<file path="src/rtl/adc_spi_pkg.sv">
// Shared definitions for the ADC 3-wire serial frame engine.
// Holds the frame geometry, the position of the read/write bit and the
// frame sequencer state type.
package adc_spi_pkg;

  localparam int FRAME_W = 24;
  localparam int ADDR_W  = 7;
  localparam int DATA_W  = 16;
  localparam int RW_BIT  = FRAME_W - 1;

  typedef enum logic [2:0] {
    IDLE,
    SETUP,
    SHIFT,
    HOLD,
    GAP
  } state_e;

endpackage

</file>
<file path="src/rtl/adc_spi_clkdiv.sv">
// Phase tick generator for the serial frame engine.
// A down-counter reloaded with CLK_DIV-1; tick pulses for one cycle when the
// count reaches zero. While clear is high the counter is held at its reload
// value so the first phase after clear is released lasts exactly CLK_DIV cycles.
//   clk, rst_n : clock, asynchronous active-low reset
//   clear      : hold counter at reload, suppress tick
//   tick       : one-cycle pulse at the end of every CLK_DIV-cycle phase
module adc_spi_clkdiv #(
  parameter int CLK_DIV = 4
) (
  input  logic clk,
  input  logic rst_n,
  input  logic clear,
  output logic tick
);

  localparam int            CW     = (CLK_DIV > 1) ? $clog2(CLK_DIV) : 1;
  localparam logic [CW-1:0] RELOAD = CW'(CLK_DIV - 1);

  logic [CW-1:0] cnt_q, cnt_d;

  always_comb begin
    cnt_d = cnt_q;
    if (clear || cnt_q == '0) cnt_d = RELOAD;
    else                      cnt_d = cnt_q - 1'b1;
  end

  always_ff @(posedge clk or negedge rst_n) begin
    if (!rst_n) cnt_q <= RELOAD;
    else        cnt_q <= cnt_d;
  end

  assign tick = !clear && (cnt_q == '0);

endmodule

</file>
<file path="src/rtl/adc_spi_frame_engine.sv">
// ADC 3-wire serial frame engine.
// Accepts one 24-bit command {rw, addr[6:0], data[15:0]} over valid/ready,
// shifts it out MSB first on SEN/SCLK/SDIN and, for reads, returns the last
// 16 bits sampled from SDOUT with a one-cycle rsp_valid strobe.
//   S_AXI_ACLK, S_AXI_RESETN : clock, asynchronous active-low reset
//   cmd_valid/cmd_ready      : command handshake (ready only in IDLE)
//   cmd_rw/cmd_addr/cmd_data : command fields, registered at handshake
//   rsp_valid/rsp_data       : end-of-frame strobe and readback (0 for writes)
//   busy                     : frame in progress
//   spi_sen/sclk/sdin/sdout  : ADC serial port; outputs are registered
module adc_spi_frame_engine
  import adc_spi_pkg::*;
#(
  parameter int CLK_DIV   = 4,
  parameter int CSB_SETUP = 2
) (
  input  logic              S_AXI_ACLK,
  input  logic              S_AXI_RESETN,
  input  logic              cmd_valid,
  output logic              cmd_ready,
  input  logic              cmd_rw,
  input  logic [ADDR_W-1:0] cmd_addr,
  input  logic [DATA_W-1:0] cmd_data,
  output logic              rsp_valid,
  output logic [DATA_W-1:0] rsp_data,
  output logic              busy,
  output logic              spi_sen,
  output logic              spi_sclk,
  output logic              spi_sdin,
  input  logic              spi_sdout
);

  localparam int            SW         = (CSB_SETUP > 1) ? $clog2(CSB_SETUP) : 1;
  localparam logic [SW-1:0] SETUP_LAST = SW'(CSB_SETUP - 1);
  localparam int            BW         = $clog2(FRAME_W);
  localparam logic [BW-1:0] BIT_MSB    = BW'(FRAME_W - 1);

  state_e               state_q, state_d;
  logic [SW-1:0]        setup_cnt_q, setup_cnt_d;
  logic [BW-1:0]        bit_cnt_q, bit_cnt_d;
  logic                 hi_q, hi_d;
  logic [FRAME_W-1:0]   tx_q, tx_d;
  logic [DATA_W-1:0]    rx_q, rx_d;
  logic                 rw_q, rw_d;
  logic                 fin_q, fin_d;
  logic                 sen_q, sen_d;
  logic                 sclk_q, sclk_d;
  logic                 sdin_q, sdin_d;
  logic                 rsp_valid_q, rsp_valid_d;
  logic [DATA_W-1:0]    rsp_data_q, rsp_data_d;
  logic [FRAME_W-1:0]   frame_in;
  logic                 div_clear;
  logic                 phase_tick;

  assign frame_in  = {cmd_rw, cmd_addr, cmd_data};
  // Divider only runs once shifting starts so SHIFT phases are CLK_DIV-aligned.
  assign div_clear = (state_q == IDLE) || (state_q == SETUP);

  adc_spi_clkdiv #(.CLK_DIV(CLK_DIV)) u_clkdiv (
    .clk   (S_AXI_ACLK),
    .rst_n (S_AXI_RESETN),
    .clear (div_clear),
    .tick  (phase_tick)
  );

  always_comb begin
    state_d     = state_q;
    setup_cnt_d = setup_cnt_q;
    bit_cnt_d   = bit_cnt_q;
    hi_d        = hi_q;
    tx_d        = tx_q;
    rw_d        = rw_q;
    fin_d       = 1'b0;
    unique case (state_q)
      IDLE: if (cmd_valid) begin
        state_d     = SETUP;
        tx_d        = frame_in;
        rw_d        = frame_in[RW_BIT];
        setup_cnt_d = SETUP_LAST;
        bit_cnt_d   = BIT_MSB;
        hi_d        = 1'b0;
      end
      SETUP: begin
        if (setup_cnt_q == '0) state_d = SHIFT;
        else                   setup_cnt_d = setup_cnt_q - 1'b1;
      end
      SHIFT: if (phase_tick) begin
        if (!hi_q) begin
          hi_d = 1'b1;
        end else if (bit_cnt_q == '0) begin
          hi_d    = 1'b0;
          state_d = HOLD;
        end else begin
          hi_d      = 1'b0;
          bit_cnt_d = bit_cnt_q - 1'b1;
          tx_d      = {tx_q[FRAME_W-2:0], 1'b0};
        end
      end
      HOLD: if (phase_tick) begin
        state_d = GAP;
        fin_d   = 1'b1;
      end
      GAP: if (phase_tick) state_d = IDLE;
      default: state_d = IDLE;
    endcase
  end

  // Pin values are decoded from the current state and registered, so every
  // serial output (and the response) lags the state register by one cycle.
  always_comb begin
    sen_d       = !((state_q == SETUP) || (state_q == SHIFT) || (state_q == HOLD));
    sclk_d      = (state_q == SHIFT) && hi_q;
    sdin_d      = sen_d ? 1'b0 : tx_q[FRAME_W-1];
    rx_d        = (sclk_d && !sclk_q) ? {rx_q[DATA_W-2:0], spi_sdout} : rx_q;
    rsp_valid_d = fin_q;
    rsp_data_d  = rsp_data_q;
    if (fin_q) rsp_data_d = rw_q ? rx_q : '0;
  end

  always_ff @(posedge S_AXI_ACLK or negedge S_AXI_RESETN) begin
    if (!S_AXI_RESETN) begin
      state_q     <= IDLE;
      setup_cnt_q <= '0;
      bit_cnt_q   <= '0;
      hi_q        <= 1'b0;
      tx_q        <= '0;
      rx_q        <= '0;
      rw_q        <= 1'b0;
      fin_q       <= 1'b0;
      sen_q       <= 1'b1;
      sclk_q      <= 1'b0;
      sdin_q      <= 1'b0;
      rsp_valid_q <= 1'b0;
      rsp_data_q  <= '0;
    end else begin
      state_q     <= state_d;
      setup_cnt_q <= setup_cnt_d;
      bit_cnt_q   <= bit_cnt_d;
      hi_q        <= hi_d;
      tx_q        <= tx_d;
      rx_q        <= rx_d;
      rw_q        <= rw_d;
      fin_q       <= fin_d;
      sen_q       <= sen_d;
      sclk_q      <= sclk_d;
      sdin_q      <= sdin_d;
      rsp_valid_q <= rsp_valid_d;
      rsp_data_q  <= rsp_data_d;
    end
  end

  assign cmd_ready = (state_q == IDLE);
  assign busy      = (state_q != IDLE);
  assign spi_sen   = sen_q;
  assign spi_sclk  = sclk_q;
  assign spi_sdin  = sdin_q;
  assign rsp_valid = rsp_valid_q;
  assign rsp_data  = rsp_data_q;

endmodule

</file>
<file path="config.mk">
export PLATFORM = sky130hd
export DESIGN_NAME = adc_spi_frame_engine
export DESIGN_NICKNAME = d
export VERILOG_FILES = /design/src/rtl/adc_spi_pkg.sv /design/src/rtl/adc_spi_clkdiv.sv /design/src/rtl/adc_spi_frame_engine.sv
export SDC_FILE = /design/constraint.sdc
export NUM_CORES = 1
export LEC_CHECK = 0
export ABC_AREA = 1
export ABC_CLOCK_PERIOD_IN_PS = 3300
export CORE_ASPECT_RATIO = 1.1
export CORE_UTILIZATION = 53
export CTS_CLUSTER_SIZE = 16
export DETAILED_ROUTE_END_ITERATION = 7
export DONT_BUFFER_PORTS = 1
export GPL_TIMING_DRIVEN = 0
export PLACE_DENSITY = 0.68
export SETUP_SLACK_MARGIN = 0.2
export SYNTH_ARGS = -nofsm -noshare
export SYNTH_HDL_FRONTEND = slang
export SYNTH_HIERARCHICAL = 1
export SYNTH_SLANG_ARGS = --single-unit
</file>
<file path="constraint.sdc">
create_clock -name S_AXI_ACLK -period 3.3 [get_ports S_AXI_ACLK]
set_input_delay 0.825 -clock S_AXI_ACLK [delete_from_list [all_inputs] [get_ports S_AXI_ACLK]]
set_output_delay 0.825 -clock S_AXI_ACLK [all_outputs]
set_load 0.02 [all_outputs]
</file>
=== Word level (Yosys, flattened, before mapping) ===
Index checks and enable logic that the tools add are counted.

* Register bits after elaboration: 74
* Bits in latches: 0
* Bits in writable memories: 0
* Bits in read-only memories: 0
* Bits of input ports: 28
* Memories: 0

* Add/subtract/negate cells: 3
* $mul: 0
* Div/mod/pow operators: 0
* Order comparisons: 0
* Eq/ne operators: 12
* Shift-type cells: 0
* Multiplexer cells: 30
* Bitwise logic cells: 0
* Reduce and logical (&&, ||, !) cells: 21

{| class="wikitable"
|+ Operators with widths
! operator !! count
|-
| 24-bit 2-to-1 mux || 4
|-
| 24-bit one-hot mux with 2 select lines || 1
|-
| 3-bit 2-to-1 mux || 7
|-
| 5-bit 2-to-1 mux || 4
|-
| 16-bit 2-to-1 mux || 1
|-
| 2-bit != test (second input constant) || 8
|-
| 3-bit one-hot mux with 5 select lines || 1
|-
| 5-bit one-hot mux with 2 select lines || 1
|-
| 1-bit 2-to-1 mux || 8
|-
| 7-bit AND reduction || 1
|-
| 3-bit by 2-bit equality test with 1-bit output (second input constant) || 2
|-
| 5-bit zero test || 1
|-
| 5-bit AND reduction || 1
|-
| 5-bit by 1-bit subtractor with 5-bit output (second input constant) || 1
|-
| 1-bit logical OR || 4
|-
| 1-bit one-hot mux with 2 select lines || 2
|-
| 2-bit AND reduction || 2
|-
| 2-bit nonzero test || 2
|-
| 3-bit by 1-bit equality test with 1-bit output (second input constant) || 1
|-
| 3-bit equality test (second input constant) || 1
|-
| 1-bit logical AND || 3
|-
| 1-bit zero test || 3
|-
| 3-bit zero test || 1
|-
| 3-bit AND reduction || 1
|-
| 5 further kinds || 5
|}

=== Logic depth before layout (Yosys ltp) ===
* Depth in word-level cells: 6
* Gate-level depth with buffers: 11
* Mapped depth without buffers: 11

=== Hierarchy ===
Netlist, hierarchy kept.

{| class="wikitable"
|+ By module, submodules not included
! module !! times used !! cells an instance !! area each (µm²)
|-
| adc_spi_frame_engine || 1 || 415 || 3342.0
|-
| adc_spi_clkdiv || 1 || 10 || 93.8
|}

=== Worst setup path before layout ===
OpenSTA, ideal clock, no wires.

* Path kind: register -> output
* From: reg state_q[1]
* To: out cmd_ready
* Data arrival time: 1.013 ns
* Data required time: 2.475 ns
* Slack: 1.462 ns
* Stages on the path, launching flop included: 5
* Path buffers: 1
* Cell sequence: dfrtp_1 -> buf_6 -> nor2_2 -> nand2_1 -> inv_1

* Cells in the longest elaborated chain, start to end: 1

{| class="wikitable"
|+ RTL lines
! item !! line !! text
|-
| from (decl) || adc_spi_frame_engine.sv:38 || <nowiki>state_e state_q, state_d;</nowiki>
|-
| from (signal assigned) || adc_spi_frame_engine.sv:136 || <nowiki>state_q <= state_d;</nowiki>
|-
| 3-bit zero test || adc_spi_frame_engine.sv:152 || <nowiki>assign cmd_ready = (state_q == IDLE);</nowiki>
|-
| to (decl) || adc_spi_frame_engine.sv:20 || <nowiki>output logic cmd_ready,</nowiki>
|}

Every way passes these cells.

=== Worst setup path after layout ===
Ends and elaborated chain as after synthesis.

==> flow_summary.json <==
{
  "rr_worst_depth": 10,
  "clkLatencyLatePin_ps": 350,
  "avgSynthCellArea_um2": 8.08,
  "syn_nets": 455,
  "hold_buffers": 0,
  "clkPwrFrac_pct": 21.0,
  "placed_cell_area_um2": 3540,
  "relSlewSlack_pct": 69.8,
  "r2r_setup_slack_ps": 1570,
  "clock_skew_ps": 12.0,
  "io_pins": 50,
  "leakagePower_nw": 1.95,
  "period_minus_slack_ps": 2260,
  "drt_iter0_drc": 120,
  "crit_type": "reg2out",
  "vias_per_cell": 5.24,
  "final-max-slew-violation-count": 0,
  "synthToLayoutAreaGrowth_pct": 8.27,
  "cp_max_fo": 8,
  "combPwrFrac_pct": 34.7,
  "ant_nets": 0,
  "diodes": 0,
  "clk_pin_slew_worst_paths_ps": 90,
  "die_w_um": 78.8,
  "worst_slew_pin_slew_ps": 454,
  "die_area_um2": 6810,
  "finalHoldViolCount": 0,
  "io_buffers": 0,
  "whs_ps": 164,
  "p_per_area_nw_per_um2": 839,
  "critPathCaptureType": "output port",
  "drc_errors": 0,
  "r2r_end": "tx_q[4]",
  "reg2reg_from": "u_clkdiv/cnt_q[0]",
  "hpwl_mm": 4.58,
  "critPathLaunchType": "register",
  "ctsHtreeMaxLevel": 3,
  "grt-ovfl-total": 0,
  "seqCellArea_um2": 1860,
  "drv_cap": 0,
  "grt_max_degree": 75,
  "core_um2": 6230,
  "synth_cell_types": 26,
  "finalSetupTns_ps": 0,
  "rows": 30,
  "crit_arrival_ps": 1430,
  "cts_tree": "yes",
  "p_sw_mw": 1.27,
  "cp_data_required_time_ps": 2470,
  "status": "finished clean",
  "netSwitchingFraction_pct": 40.6,
  "ys_seq_area_share_pct": 54.0,
  "p_seq_share_pct": 44.2,
  "grt_pass1_vias": 2650,
  "max_freq_mhz": 443,
  "ys_ff_latch": 74,
  "dr_total_vias": 2731,
  "final_nets": 466,
  "synth_area_um2": 3440,
  "cts_resized": 0,
  "rsz0062_at_grt": "false",
  "cts_root_buffer": "clkbuf_8",
  "drt_wl_total_mm": 6.68,
  "fin_area_um2": 3720,
  "hold_class": "in2async",
  "fin_crit_sh_pct": 68.5,
  "postCtsSetupBuffers": 0,
  "wire_per_inst_um": 12.8,
  "cts_made_buffers": 9,
  "routabilityCongestion": 0.757,
  "fillers": 586,
  "grt_pass1_wl_mm": 11.8,
  "cts_num_sinks": 74,
  "internal_power_mw": 1.86,
  "vdd_drop_max_v": 0.000389,
  "multi_input_area_um2": 1330,
  "gr-usage-all-layers_pct": 22.2,
  "yosysWarnings": 6,
  "power_mw": 3.12,
  "drive_gt1_share_pct": 10.2,
  "final-setup-viol-count": 0,
  "firstDrtPassIters": 4,
  "syn_inst": 425,
  "die_h_um": 86.4,
  "antenna_found_initial": 0,
  "cts_max_path_buffers": 2,
  "initial_core_util_pct": 55.1
}
[routing by layer]
layer,routed length (µm),global-route usage (%)
met1,3020,28.1
met2,3330,37.5
met3,283,5.79
met4,48,6.06
met5,0,0
[worst max-delay path, stage by stage (launching register included)]
cell     delay, ps
dfrtp_1        380
buf_6          140
nor2_2         180
nand2_1        190
inv_1          200
[worst max path at each step]
stage                            to  cells after the start        from  slack [ps]
after floorplan           cmd_ready                      4  state_q[1]        1460
after global placement    cmd_ready                      4  state_q[1]        1410
after detailed placement  cmd_ready                      4  state_q[1]        1410
after CTS                 cmd_ready                      4  state_q[1]        1020
after global routing      cmd_ready                      4  state_q[1]         970
final                     cmd_ready                      4  state_q[1]        1040
[cells in the mapped netlist]
cell type	count	area share [%]
nand3_4	1	0.51
nand3b_1	3	0.66
inv_2	1	0.11
buf_6	4	1.3
dfrtp_1	71	52
ha_1	2	0.73
buf_1	2	0.22
nand2_4	1	0.33
nand3_1	64	9.3
dfstp_2	3	2.3
o21ai_4	1	0.47
o21ai_0	19	2.8
nor2_4	2	0.66
a31o_2	1	0.25
nand2_1	182	20
inv_1	31	3.4
o21ai_2	1	0.25
nand3_2	1	0.29
o21ai_1	1	0.15
nand2_2	1	0.18
buf_2	6	0.87
a21oi_1	3	0.44
buf_4	4	0.87
clkbuf_1	6	0.66
nor2_1	12	1.3
nor2_2	2	0.36
[state kept, by name, indices dropped and copies added, names as in the netlist]
name	cells
tx_q	24
rsp_data	16
rx_q	16
bit_cnt_q	5
state_q	3
u_clkdiv/cnt_q	2
fin_q	1
hi_q	1
rsp_valid	1
rw_q	1
setup_cnt_q	1
spi_sclk	1
spi_sdin	1
spi_sen	1
[cell families (layout without fill, tap and decap cells)]
logic type / after synthesis / count (layout) / share of synthesized area, %
flops: 74 / 74 / 54.0
buf+inv: 54 / 70 / 7.43
simple gates: 269 / 269 / 33.5
compound gates: 26 / 26 / 4.33
fa+ha+maj: 2 / 2 / 0.728
[through the flow]
stage | utilization (%) | setup WS (ps) | instances
after detailed placement | 56.7 | 1410 | 505
after CTS | 59.7 | 1020 | 521
after global routing | 59.7 | 974 | 521
after global placement | 56.7 | 1410 | 505
after floorplan | - | 1460 | 425
final | 59.7 | 1040 | 521
[cell usage in the layout (no fill, tap or decap), types with 2 or more instances in the layout]
cell type and count:
dfstp_2 3, nor2_1 12, clkbuf_8 9, ha_1 2, buf_6 4, inv_1 31, a21oi_1 3, buf_2 6
nor2_4 2, inv_6 3, nand3b_1 3, dfrtp_1 71, buf_1 2, nand3_1 64, o21ai_0 19, buf_4 4
nor2_2 2, clkbuf_1 6, nand2_1 182, clkinvlp_4 3
[cell type report]
type                            instances  area share (%)
Multi-Input combinational cell        297            35.6
Tap cell                               80            2.69
Sequential cell                        74            49.9
Clock buffer                            9            3.33
Clock inverter                          7            1.61
Buffer                                 22            3.63
Inverter                               32            3.23
[power groups by stage]
| stage | logic, mW | clock network (mW) | registers (mW) |
|---|---|---|---|
| 2_1_floorplan | 0.889 | 0 | 1.35 |
| 3_3_place_gp | 1.06 | 0 | 1.39 |
| 3_5_place_dp | 1.09 | 0 | 1.39 |
| 4_1_cts | 1.10 | 0.677 | 1.38 |
| 5_1_grt | 1.26 | 0.712 | 1.42 |
| 6_report | 1.08 | 0.656 | 1.38 |
Note: power is estimated with default switching activity, not from simulation.
